===== src/rtl/semaforo_ctrl_pkg.sv =====
// Shared definitions for the two-road traffic-light controller:
// phase codes, lamp encodings and the phase-to-lamp decode.
`timescale 1ns/1ps
package semaforo_ctrl_pkg;

    typedef enum logic [2:0] {
        VERM_BA = 3'd0,
        A_VERDE = 3'd1,
        A_AMAR  = 3'd2,
        VERM_AB = 3'd3,
        B_VERDE = 3'd4,
        B_AMAR  = 3'd5
    } state_t;

    localparam logic [2:0] LUZ_VERM  = 3'b100;
    localparam logic [2:0] LUZ_AMAR  = 3'b010;
    localparam logic [2:0] LUZ_VERDE = 3'b001;

    function automatic logic [2:0] luz_a_of(state_t s);
        case (s)
            A_VERDE: luz_a_of = LUZ_VERDE;
            A_AMAR:  luz_a_of = LUZ_AMAR;
            default: luz_a_of = LUZ_VERM;
        endcase
    endfunction

    function automatic logic [2:0] luz_b_of(state_t s);
        case (s)
            B_VERDE: luz_b_of = LUZ_VERDE;
            B_AMAR:  luz_b_of = LUZ_AMAR;
            default: luz_b_of = LUZ_VERM;
        endcase
    endfunction

endpackage


===== src/rtl/semaforo_ctrl_timer.sv =====
// Phase counter: clears on request, otherwise counts up and holds at limit.
`timescale 1ns/1ps
module semaforo_timer #(
    parameter int CNT_W = 8
) (
    input  logic             clk,
    input  logic             rst_n,
    input  logic             clr,
    input  logic [CNT_W-1:0] limit,
    output logic [CNT_W-1:0] cnt
);

    always_ff @(posedge clk or negedge rst_n) begin
        if (!rst_n) begin
            cnt <= '0;
        end else if (clr) begin
            cnt <= '0;
        end else if (cnt < limit) begin
            cnt <= cnt + 1'b1;
        end
    end

endmodule


===== src/rtl/semaforo_ctrl.sv =====
// Two-approach traffic-light controller with timed green/yellow/all-red
// phases, min/max green and rest-on-green. Lamps come from registers only.
`timescale 1ns/1ps
module semaforo_ctrl
    import semaforo_ctrl_pkg::*;
#(
    parameter int T_VERDE_MIN = 4,
    parameter int T_VERDE_MAX = 8,
    parameter int T_AMARELO   = 2,
    parameter int T_VERMELHO  = 1,
    parameter int CNT_W       = 8
) (
    input  logic       clk,
    input  logic       rst_n,
    input  logic       A,
    input  logic       B,
    output logic [2:0] luz_a,
    output logic [2:0] luz_b,
    output logic       As,
    output logic       Bs,
    output logic [2:0] fase
);

    localparam logic [CNT_W-1:0] VERDE_LAST = CNT_W'(T_VERDE_MAX - 1);
    localparam logic [CNT_W-1:0] AMAR_LAST  = CNT_W'(T_AMARELO - 1);
    localparam logic [CNT_W-1:0] VERM_LAST  = CNT_W'(T_VERMELHO - 1);
    localparam logic [CNT_W:0]   VERDE_MIN  = (CNT_W+1)'(T_VERDE_MIN);

    state_t           state;
    state_t           next;
    logic [CNT_W-1:0] cnt;
    logic [CNT_W-1:0] limit;
    logic [CNT_W:0]   cnt_p1;
    logic             min_ok;
    logic             max_hit;
    logic             clr;

    assign cnt_p1  = {1'b0, cnt} + 1'b1;
    assign min_ok  = (cnt_p1 >= VERDE_MIN);
    assign max_hit = (cnt == VERDE_LAST);
    assign limit   = (state == A_VERDE || state == B_VERDE) ? VERDE_LAST : '1;
    assign clr     = (next != state);

    // Green only yields to opposing demand; max green cuts in only when both roads want to go.
    always_comb begin
        next = state;
        case (state)
            VERM_BA: if (cnt == VERM_LAST) next = A_VERDE;
            A_VERDE: if (min_ok && B && (!A || max_hit)) next = A_AMAR;
            A_AMAR:  if (cnt == AMAR_LAST) next = VERM_AB;
            VERM_AB: if (cnt == VERM_LAST) next = B_VERDE;
            B_VERDE: if (min_ok && A && (!B || max_hit)) next = B_AMAR;
            B_AMAR:  if (cnt == AMAR_LAST) next = VERM_BA;
            default: next = VERM_BA;
        endcase
    end

    always_ff @(posedge clk or negedge rst_n) begin
        if (!rst_n) begin
            state <= VERM_BA;
            luz_a <= LUZ_VERM;
            luz_b <= LUZ_VERM;
        end else begin
            state <= next;
            luz_a <= luz_a_of(next);
            luz_b <= luz_b_of(next);
        end
    end

    assign fase = state;
    assign As   = luz_a[0];
    assign Bs   = luz_b[0];

    semaforo_timer #(.CNT_W(CNT_W)) u_timer (
        .clk   (clk),
        .rst_n (rst_n),
        .clr   (clr),
        .limit (limit),
        .cnt   (cnt)
    );

endmodule

===== config.mk =====
export PLATFORM = sky130hd
export DESIGN_NAME = semaforo_ctrl
export DESIGN_NICKNAME = d
export VERILOG_FILES = /design/src/rtl/semaforo_ctrl_pkg.sv /design/src/rtl/semaforo_ctrl_timer.sv /design/src/rtl/semaforo_ctrl.sv
export SDC_FILE = /design/constraint.sdc
export NUM_CORES = 1
export LEC_CHECK = 0
export CAP_MARGIN = 20
export CORE_ASPECT_RATIO = 0.9
export CORE_MARGIN = 3
export CORE_UTILIZATION = 35
export DETAILED_ROUTE_END_ITERATION = 10
export PLACE_DENSITY = 0.62
export SYNTH_ARGS = -nofsm -noshare
export SYNTH_HDL_FRONTEND = slang
export SYNTH_SLANG_ARGS = --single-unit

===== constraint.sdc =====
create_clock -name clk -period 3.35 [get_ports clk]
set_clock_uncertainty 0.2 [all_clocks]
set_input_delay 0.67 -clock clk [delete_from_list [all_inputs] [get_ports clk]]
set_output_delay 0.67 -clock clk [all_outputs]
set_load 0.02 [all_outputs]

# Yosys cells after proc, flatten, opt, wreduce, memory -nomap -nowiden
# Cells that the tools add are included.
[totals]
ff_bits = 17
input_bits = 4
word_cells = 44
out_inout_bits = 11
[classes]
n_mux = 12
n_lt_le_gt_ge = 2
eq_ne = 12
reduce_logical = 12
addsub = 2
[op_table]
columns = ["operator", "n"]
rows = [
  ["$mux 8", 3],
  ["$mux 3", 6],
  ["$pmux 3 s6", 1],
  ["$eq 3x3->1 const B", 4],
  ["$pmux 3 s2", 2],
  ["$add 8x1->9 const B", 1],
  ["$eq 3x2->1 const B", 3],
  ["$ge 9x3->1 const B", 1],
  ["$add 8x1->8 const B", 1],
  ["$eq 8x1->1 const B", 1],
  ["$eq 8x3->1 const B", 1],
  ["$logic_not 8->1", 1],
  ["$lt 8x8->1", 1],
  ["$eq 3x1->1 const B", 2],
  ["$logic_and 1x1->1", 4],
  ["$logic_not 3->1", 1],
  ["$logic_or 1x1->1", 3],
  ["$ne 3x3->1", 1],
  ["$logic_not 1->1", 2],
  ["$reduce_bool 2->1", 1],
]

# Depth between registers and ports, before layout
# Gate-level depths: netlist (run 1).
[logic_depth]
depth_word = 8
mapped_depth = 10
depth_no_buf = 9

# Cells and area by module
# From an unflattened synthesis (run 1), not the netlist that was laid out.
[hier_totals]
cells_unflattened = 126
hier_area_um2 = 1174.9
[modules_own_cells]
columns = ["module", "instances", "cells_each", "seq_area_each_um2", "area_each_um2"]
rows = [
  ["semaforo_ctrl", 1, 61, 227.7, 589.3],
  ["semaforo_timer", 1, 65, 200.2, 585.6],
]

# Worst setup path before layout (run 1)
# OpenSTA, ideal clock, no wires.
[synth_path]
path_type = "reg2reg"
start = "register state[1] (netlist: fase[1])"
end = "register u_timer.cnt[7]"
setup_time_ns = 0.120
n_path_buf = 2
arrival_ns = 2.422
synth_period_minus_slack_ns = 2.742
path_slack_ns = 0.608
stages_incl_launch_ff = 11
required_time_ns = 3.030
path_cell_list = "dfrtp_1 clkbuf_1 clkbuf_1 nor2_1 ha_1 a21oi_1 a21oi_1 a211oi_2 nand4_1 xor2_1 nor2_1"
[synth_between]
elab_chain_cells = 5
elab_cells_between_ends = 19
cone_classes = "1 x order compare; 6 x eq/ne; 9 x mux; 3 x reduce/logical"
[synth_rtl]
columns = ["element", "line_no", "rtl"]
rows = [
  ["start: declaration", "semaforo_ctrl.sv:29", "state_t state;"],
  ["start signal: assignment", "semaforo_ctrl.sv:64", "state <= next;"],
  ["$eq 3x1->1 or $eq 3x3->1 (tied branches)", "semaforo_ctrl.sv:41, semaforo_ctrl.sv:47", ""],
  ["$logic_or 1x1->1", "semaforo_ctrl.sv:41", "assign limit = (state == A_VERDE || state == B_VERDE) ? VERDE_LAST : '1;"],
  ["$mux 8", "semaforo_ctrl.sv:41", ""],
  ["$lt 8x8->1", "semaforo_ctrl_timer.sv:18", "end else if (cnt < limit) begin"],
  ["$reduce_bool 2->1 (no line)", "--", ""],
  ["end signal: assignment", "semaforo_ctrl_timer.sv:19", "cnt <= cnt + 1'b1;"],
  ["end: declaration", "semaforo_ctrl_timer.sv:10", "output logic [CNT_W-1:0] cnt"],
]
# Parallel ways exist; a longest one is shown, timed or not.
# A chain may end at the register's enable or synchronous reset.

# Worst setup path in the final report (run 1)
[layout_path]
start = "register state[2] (netlist: fase[2])"
end = "register u_timer.cnt[7]"
# Same word-level chain as after synthesis.

==> impl_metrics.xml, run 1 <==
<?xml version="1.0" encoding="UTF-8"?>
<metrics>
  <group name="status">
    <metric name="status" unit="">complete, no violations</metric>
  </group>
  <group name="cells_and_area">
    <metric name="nets" unit="">150</metric>
    <metric name="layout-area-overhead-vs-synth" unit="%">14.4</metric>
    <metric name="final_layout_size_suffix_gt1_share" unit="%">13.9</metric>
    <metric name="number_of_antenna_diodes" unit="">0</metric>
  </group>
  <group name="worst_setup_path">
    <metric name="critPathLaunchType" unit="">flop</metric>
    <metric name="cp_max_fo" unit="">13</metric>
    <metric name="rr_endpoint" unit="">u_timer.cnt[7]</metric>
    <metric name="crit_path_start" unit="">fase[2]</metric>
    <metric name="required_arrival_time_at_the_worst_endpoint" unit="ns">3.29</metric>
    <metric name="setup.worst_path.class" unit="">flop to flop</metric>
    <metric name="crit-reg2reg-launch" unit="">fase[2]</metric>
    <metric name="reg2reg_depth" unit="">9</metric>
    <metric name="ff2ff_setup_slack" unit="ns">0.57</metric>
    <metric name="timing.critical_path.arrival" unit="ns">2.73</metric>
    <metric name="setup.worst_path.end_class" unit="">flop</metric>
  </group>
  <group name="floorplanning">
    <metric name="floorplan.initialDensity" unit="%">38.3</metric>
    <metric name="ios" unit="">15</metric>
    <metric name="chipWidth" unit="um">68.5</metric>
    <metric name="fp.coreArea" unit="um2">3210</metric>
    <metric name="fp_rows" unit="">19</metric>
    <metric name="die_height" unit="um">62.2</metric>
    <metric name="floorplan.die_area" unit="um2">4260</metric>
  </group>
  <group name="sta">
    <metric name="totalNegativeSetupSlack" unit="ns">0</metric>
    <metric name="hold-worst-slack" unit="ns">0.433</metric>
    <metric name="setup_viol" unit="">0</metric>
    <metric name="final_max_slew_viols" unit="">0</metric>
    <metric name="worstMarginPinSlew" unit="ns">0.768</metric>
    <metric name="final_period_minus_worst_setup_slack" unit="ns">2.78</metric>
    <metric name="fin_crit_sh" unit="%">83.1</metric>
    <metric name="rsz0062_at_grt" unit="">no</metric>
    <metric name="timing.max_slew.rel_slack" unit="%">48.6</metric>
    <metric name="hold_viol_final" unit="">0</metric>
    <metric name="fmax" unit="MHz">359</metric>
  </group>
  <group name="worst_hold_path">
    <metric name="cell_depth_of_the_worst_min_delay_path" unit="">2</metric>
    <metric name="end_point_of_the_worst_hold_path" unit="">u_timer.cnt[1]</metric>
    <metric name="hp-class" unit="">flop to flop</metric>
    <metric name="min_from" unit="">u_timer.cnt[1]</metric>
  </group>
  <group name="route">
    <metric name="vias_per_cell" unit="">5.44</metric>
    <metric name="dr.first_iter.drc_count" unit="">87</metric>
    <metric name="detail_route.wl_per_cell" unit="um">14.4</metric>
    <metric name="total_wirelength_of_the_detailed_routed_design" unit="um">2580</metric>
    <metric name="number_of_nets_with_antenna_violations_after_routing" unit="">0</metric>
    <metric name="detailroute.via_count" unit="">974</metric>
    <metric name="drtPass1Iterations" unit="">4</metric>
    <metric name="drc" unit="">0</metric>
  </group>
  <group name="synth">
    <metric name="synth_top_cells_by_count" unit="">dfrtp_1 (15), nor2_1 (13), nand2_1 (9)</metric>
    <metric name="mapped_cell_area" unit="um2">1230</metric>
    <metric name="yosys_warnings" unit="">0</metric>
    <metric name="syn_avg_cell_area" unit="um2">9.61</metric>
    <metric name="synth-main-ff-cell" unit="">dfrtp_1</metric>
    <metric name="synth_top_cell_by_area" unit="">dfrtp_1</metric>
    <metric name="yosys-top-cells-area" unit="">dfrtp_1 (31%), ha_1 (8.1%), xor2_1 (5.7%)</metric>
    <metric name="synth.most_common_cell" unit="">dfrtp_1</metric>
    <metric name="yosys.area.top_type_share" unit="%">30.5</metric>
    <metric name="post_synthesis_instance_total" unit="">128</metric>
    <metric name="synthDistinctLibCells" unit="">47</metric>
    <metric name="synth.net_count" unit="">140</metric>
    <metric name="seq_area_frac_synth" unit="%">34.8</metric>
    <metric name="synth_async_sr_flop_share" unit="%">100</metric>
    <metric name="post_synth_edffs" unit="">0</metric>
    <metric name="post_synthesis_register_bit_count" unit="">17</metric>
  </group>
  <group name="place">
    <metric name="dp.final_hpwl" unit="um">1840</metric>
    <metric name="port_buffers" unit="">14</metric>
    <metric name="gpl.final_weighted_congestion" unit="">0.776</metric>
  </group>
  <group name="clocking">
    <metric name="cts_tree" unit="">yes</metric>
    <metric name="clkSinkCount" unit="">17</metric>
    <metric name="post_cts_resize_count" unit="">0</metric>
    <metric name="clock_tree.htree_level_count" unit="">1</metric>
    <metric name="clock_tree.buffer_depth" unit="">2</metric>
    <metric name="clock_insertion_delay_worst_skew" unit="ns">0.25</metric>
    <metric name="path_clk_slew" unit="ns">0.07</metric>
    <metric name="postCtsSetupRepairBufs" unit="">0</metric>
    <metric name="root_buffer" unit="">clkbuf_8</metric>
    <metric name="cts_hold_repair.buffers" unit="">0</metric>
    <metric name="cts_made_buffers" unit="">3</metric>
  </group>
  <group name="global_route">
    <metric name="first_global_vias" unit="">878</metric>
    <metric name="grt_overflow_total" unit="">0</metric>
    <metric name="gr-usage-all-layers" unit="%">13.2</metric>
    <metric name="grt_antenna_before_repair" unit="">0</metric>
    <metric name="wire_length_of_the_first_global_routing_pass" unit="um">4320</metric>
    <metric name="largest_net_degree_at_the_start_of_global_routing" unit="">18</metric>
  </group>
  <group name="power">
    <metric name="power.leakage" unit="nW">0.637</metric>
    <metric name="vdd.ir_drop.worst" unit="mV">0.321</metric>
    <metric name="pwr_per_cell_area" unit="nW/um2">852</metric>
  </group>
  <group name="flow_run">
    <metric name="max_cap_viols" unit="">0</metric>
  </group>
</metrics>
==> registers in the layout, summed over array words and instances (netlist names) <==
signal / cells
fase: 3
luz_a: 3
u_timer.cnt: 8
luz_b: 3
==> worst max path at each step <==
stage,to,slack [ns],depth (start not counted)
2_1_floorplan,u_timer.cnt[7],0.61,10
3_3_place_gp,u_timer.cnt[7],0.72,9
3_5_place_dp,u_timer.cnt[7],0.61,9
4_1_cts,u_timer.cnt[7],0.61,9
5_1_grt,u_timer.cnt[7],0.33,9
6_report,u_timer.cnt[7],0.57,9
==> logic make-up (layout without fill, tap and decap cells) <==
family | count (synthesis) | after routing | synth area share (%)
xor gates and xnor gates | 10 | 10 | 7.12
adders and majority gates | 8 | 8 | 8.14
DFF | 17 | 17 | 34.8
muxes | 3 | 3 | 2.85
buffers and inverters | 14 | 23 | 6.81
AOI/OAI and AO/OA | 26 | 26 | 18.2
and+or+nand+nor | 50 | 50 | 22.1
==> per-stage QoR <==
step	instance area, um2	total power, mW	instances	setup WS (ns)	util, %
3_5_place_dp	1360	1.04	175	0.609	42.4
2_1_floorplan	1230	0.859	128	0.608	-
4_1_cts	1410	1.20	179	0.609	43.9
5_1_grt	1410	1.30	179	0.330	43.9
3_3_place_gp	1360	1.02	175	0.719	42.4
6_report	1410	1.20	179	0.568	43.9
==> power breakdown <==
group / internal, mW / leakage [nW] / total (mW) / switching [mW]
registers: 0.275 / 0.221 / 0.361 / 0.0862
logic: 0.309 / 0.391 / 0.682 / 0.373
clock network: 0.0826 / 0.0255 / 0.156 / 0.0738
total: 0.667 / 0.637 / 1.20 / 0.533
==> routing by layer <==
| metal | vias to the layer above | track usage, % | routed length [um] |
|---|---|---|---|
| li1 | 477 | - | - |
| met2 | 18 | 19.2 | 1170 |
| met5 | - | 0 | 0 |
| met4 | 0 | 5.96 | 50 |
| met3 | 4 | 1.62 | 56 |
| met1 | 475 | 19.0 | 1300 |
==> cell usage in the layout, fill, tap and decap left out, types with 2 or more instances in the layout <==
master | synthesis | layout
a21oi_1 | 7 | 7
a22o_1 | 2 | 2
and3_1 | 3 | 3
clkbuf_8 | 0 | 3
clkdlybuf4s50_1 | 0 | 14
dfrtp_1 | 15 | 15
dfstp_2 | 2 | 2
ha_1 | 8 | 8
inv_1 | 4 | 4
mux2i_1 | 2 | 2
nand2_1 | 9 | 9
nand2b_1 | 2 | 2
nand3_1 | 7 | 7
nand4_1 | 3 | 3
nor2_1 | 13 | 13
nor2b_1 | 2 | 2
nor3_1 | 2 | 2
or2_1 | 2 | 2
xnor2_1 | 2 | 2
xor2_1 | 8 | 8
==> final cells by class <==
class                   instances  area [um2]
fillers                       297        1800
inverters                       4        15.0
repair buffers                 15         148
flip-flops and latches         17         428
well taps                      42        52.6
multi-input cells              97         718
clock buffers                   3        41.3
clock inverters                 1        5.00
==> worst max-delay path: stages, from the launching register on <==
cell      delay, ns
dfrtp_1        0.53
xnor2_1        0.19
nor2_1         0.30
ha_1           0.31
a21oi_1        0.13
a21oi_1        0.09
a211oi_2       0.52
nand4_1        0.18
xor2_1         0.16
nor2_1         0.05
(Power assumes the default switching activity.)
==> run 2, diff against run 1 <==
==> constraint.sdc (replaced) <==
create_clock -name clk -period 2.9 [get_ports clk]
set_clock_uncertainty 0.2 [all_clocks]
set_input_delay 0.58 -clock clk [delete_from_list [all_inputs] [get_ports clk]]
set_output_delay 0.58 -clock clk [all_outputs]
set_load 0.02 [all_outputs]
==> run 2 against run 1 <==
Non-clock buffer count increased by 2. Critical path depth unchanged. Worst setup slack got worse by 0.24 ns. Combinational power increased by 24%. Sequential share of layout area decreased by 0.32 points. Register-to-register slack got worse by 0.24 ns. Routed wire length decreased by 1.0%. Fmax increased by 8.3%. Global-route usage increased by 0.11 points. Largest cell class unchanged.
==> impl_metrics.xml, run 2 (same netlist as run 1, synthesis figures left out) <==
<?xml version="1.0" encoding="UTF-8"?>
<metrics>
  <group name="route">
    <metric name="vias_per_cell" unit="">5.31</metric>
    <metric name="total_wirelength_of_the_detailed_routed_design" unit="um">2550</metric>
    <metric name="detail_route.wl_per_cell" unit="um">14.1</metric>
    <metric name="number_of_nets_with_antenna_violations_after_routing" unit="">0</metric>
    <metric name="drtPass1Iterations" unit="">4</metric>
    <metric name="dr.first_iter.drc_count" unit="">90</metric>
    <metric name="drc" unit="">0</metric>
    <metric name="detailroute.via_count" unit="">962</metric>
  </group>
  <group name="global_route">
    <metric name="grt_overflow_total" unit="">0</metric>
    <metric name="gr-usage-all-layers" unit="%">13.3</metric>
    <metric name="grt_antenna_before_repair" unit="">0</metric>
    <metric name="largest_net_degree_at_the_start_of_global_routing" unit="">18</metric>
    <metric name="wire_length_of_the_first_global_routing_pass" unit="um">4420</metric>
    <metric name="first_global_vias" unit="">896</metric>
  </group>
  <group name="worst_setup_path">
    <metric name="timing.critical_path.slowest_cell_delay" unit="ns">0.51</metric>
    <metric name="critPathLaunchType" unit="">flop</metric>
    <metric name="required_arrival_time_at_the_worst_endpoint" unit="ns">2.83</metric>
    <metric name="crit_path_start" unit="">fase[2]</metric>
    <metric name="cp_max_fo" unit="">8</metric>
    <metric name="setup.worst_path.end_class" unit="">flop</metric>
    <metric name="cell_by_cell_trace_of_the_critical_path" unit="">xnor2_1, nor2_1, ha_1, a21oi_1, a21oi_1, a211oi_2, nand4_1, xor2_1, nor2_1</metric>
    <metric name="crit-reg2reg-launch" unit="">fase[2]</metric>
    <metric name="critical-path-slowest-cell" unit="">a211oi_2</metric>
    <metric name="setup.worst_path.class" unit="">flop to flop</metric>
    <metric name="timing.critical_path.arrival" unit="ns">2.50</metric>
  </group>
  <group name="floorplanning">
    <metric name="ios" unit="">15</metric>
    <metric name="fp.coreArea" unit="um2">3210</metric>
    <metric name="chipWidth" unit="um">68.5</metric>
    <metric name="floorplan.die_area" unit="um2">4260</metric>
    <metric name="die_height" unit="um">62.2</metric>
    <metric name="floorplan.initialDensity" unit="%">38.3</metric>
    <metric name="fp_rows" unit="">19</metric>
  </group>
  <group name="clocking">
    <metric name="cts_made_buffers" unit="">3</metric>
    <metric name="cts_hold_repair.buffers" unit="">0</metric>
    <metric name="clock_tree.buffer_depth" unit="">2</metric>
    <metric name="postCtsSetupRepairBufs" unit="">0</metric>
    <metric name="path_clk_slew" unit="ns">0.07</metric>
    <metric name="clock_insertion_delay_worst_skew" unit="ns">0.24</metric>
    <metric name="cts_tree" unit="">yes</metric>
    <metric name="root_buffer" unit="">clkbuf_8</metric>
    <metric name="clock_tree.htree_level_count" unit="">1</metric>
    <metric name="clkSinkCount" unit="">17</metric>
    <metric name="post_cts_resize_count" unit="">0</metric>
  </group>
  <group name="place">
    <metric name="dp.final_hpwl" unit="um">1910</metric>
    <metric name="gpl.final_weighted_congestion" unit="">0.803</metric>
    <metric name="port_buffers" unit="">14</metric>
    <metric name="dpl_cell_area" unit="um2">1380</metric>
  </group>
  <group name="cells_and_area">
    <metric name="postLayoutCellArea" unit="um2">1420</metric>
    <metric name="nets" unit="">152</metric>
    <metric name="final_layout_size_suffix_gt1_share" unit="%">15.1</metric>
    <metric name="final_core_util" unit="%">44.3</metric>
    <metric name="layout-area-overhead-vs-synth" unit="%">15.7</metric>
    <metric name="largest_register_ffs" unit="">8</metric>
    <metric name="num-fill-cells" unit="">301</metric>
    <metric name="most_common_cell_after_layout_fill_and_taps_aside" unit="">dfrtp_1</metric>
    <metric name="number_of_antenna_diodes" unit="">0</metric>
    <metric name="layout_common_cells" unit="">dfrtp_1 (15), clkdlybuf4s50_1 (14), nor2_1 (13)</metric>
    <metric name="max_flop_register" unit="">u_timer.cnt</metric>
  </group>
  <group name="status">
    <metric name="status" unit="">complete, no violations</metric>
  </group>
  <group name="sta">
    <metric name="timing.max_slew.rel_slack" unit="%">49.0</metric>
    <metric name="fin_crit_sh" unit="%">88.6</metric>
    <metric name="rsz0062_at_grt" unit="">no</metric>
    <metric name="fmax" unit="MHz">389</metric>
    <metric name="worstMarginPinSlew" unit="ns">0.763</metric>
    <metric name="hold_viol_final" unit="">0</metric>
    <metric name="setup_viol" unit="">0</metric>
    <metric name="final_period_minus_worst_setup_slack" unit="ns">2.57</metric>
    <metric name="totalNegativeSetupSlack" unit="ns">0</metric>
    <metric name="final_max_slew_viols" unit="">0</metric>
  </group>
  <group name="worst_hold_path">
    <metric name="min_from" unit="">u_timer.cnt[1]</metric>
    <metric name="hp-class" unit="">flop to flop</metric>
  </group>
  <group name="flow_run">
    <metric name="max_cap_viols" unit="">0</metric>
  </group>
  <group name="power">
    <metric name="power.leakage" unit="nW">0.647</metric>
    <metric name="pwr_per_cell_area" unit="nW/um2">981</metric>
    <metric name="vdd.ir_drop.worst" unit="mV">0.328</metric>
  </group>
</metrics>
-- run 2: changes by cell type in the layout (fill, tap and decap cells not counted) --
cell,before,now
buf_4,1,3
-- run 2: routing by layer --
metal / routed length, um / GRT usage, % / up-vias
li1: - / - / 479
met3: 38 / 2.16 / 2
met2: 1160 / 18.0 / 8
met1: 1330 / 21.1 / 473
met4: 27 / 3.72 / 0
met5: 0 / 0 / -
-- run 2: where the power goes --
group	switching [mW]	internal [mW]
Clock	0.0791	0.0951
Sequential	0.0586	0.318
Combinational	0.472	0.373
Total	0.610	0.786
-- run 2: final cells by class --
type                            count  area [um2]  area share (%)
Sequential cell                    17         428            30.1
Tap cell                           42        52.6            3.69
Inverter                            4        15.0            1.06
Clock buffer                        3        41.3            2.90
Clock inverter                      1        5.00           0.352
Timing Repair Buffer               17         163            11.4
Multi-Input combinational cell     97         718            50.5
-- run 2: worst paths after layout --
kind	end	slack, ns	depth (start not counted)
setup / recovery	u_timer.cnt[7]	0.33	9
hold / removal	u_timer.cnt[1]	0.40	2
setup reg to reg	u_timer.cnt[7]	0.33	9
hold reg to reg	u_timer.cnt[1]	0.40	2
max in group asynchronous	luz_a[0]	1.44	1
min in group asynchronous	u_timer.cnt[3]	0.58	1
-- run 2: through the flow --
stage | worst slack [ns] | total power [mW] | hold slack, ns | cells
final | 0.330 | 1.40 | 0.396 | 181
after global routing | 0.0143 | 1.53 | 0.437 | 181
after global placement | 0.483 | 1.21 | 0.368 | 177
after CTS | 0.314 | 1.41 | 0.401 | 181
after floorplan | 0.158 | 0.992 | 0.0844 | 128
after detailed placement | 0.325 | 1.23 | 0.384 | 177
-- run 2: worst max-delay path, delay by kind of cell, from the launching register on --
family / cells / cell delay [ns]
compound gates: 3 / 0.73
simple gates: 3 / 0.53
flops: 1 / 0.39
fa+ha+maj: 1 / 0.32
xor+xnor: 2 / 0.28
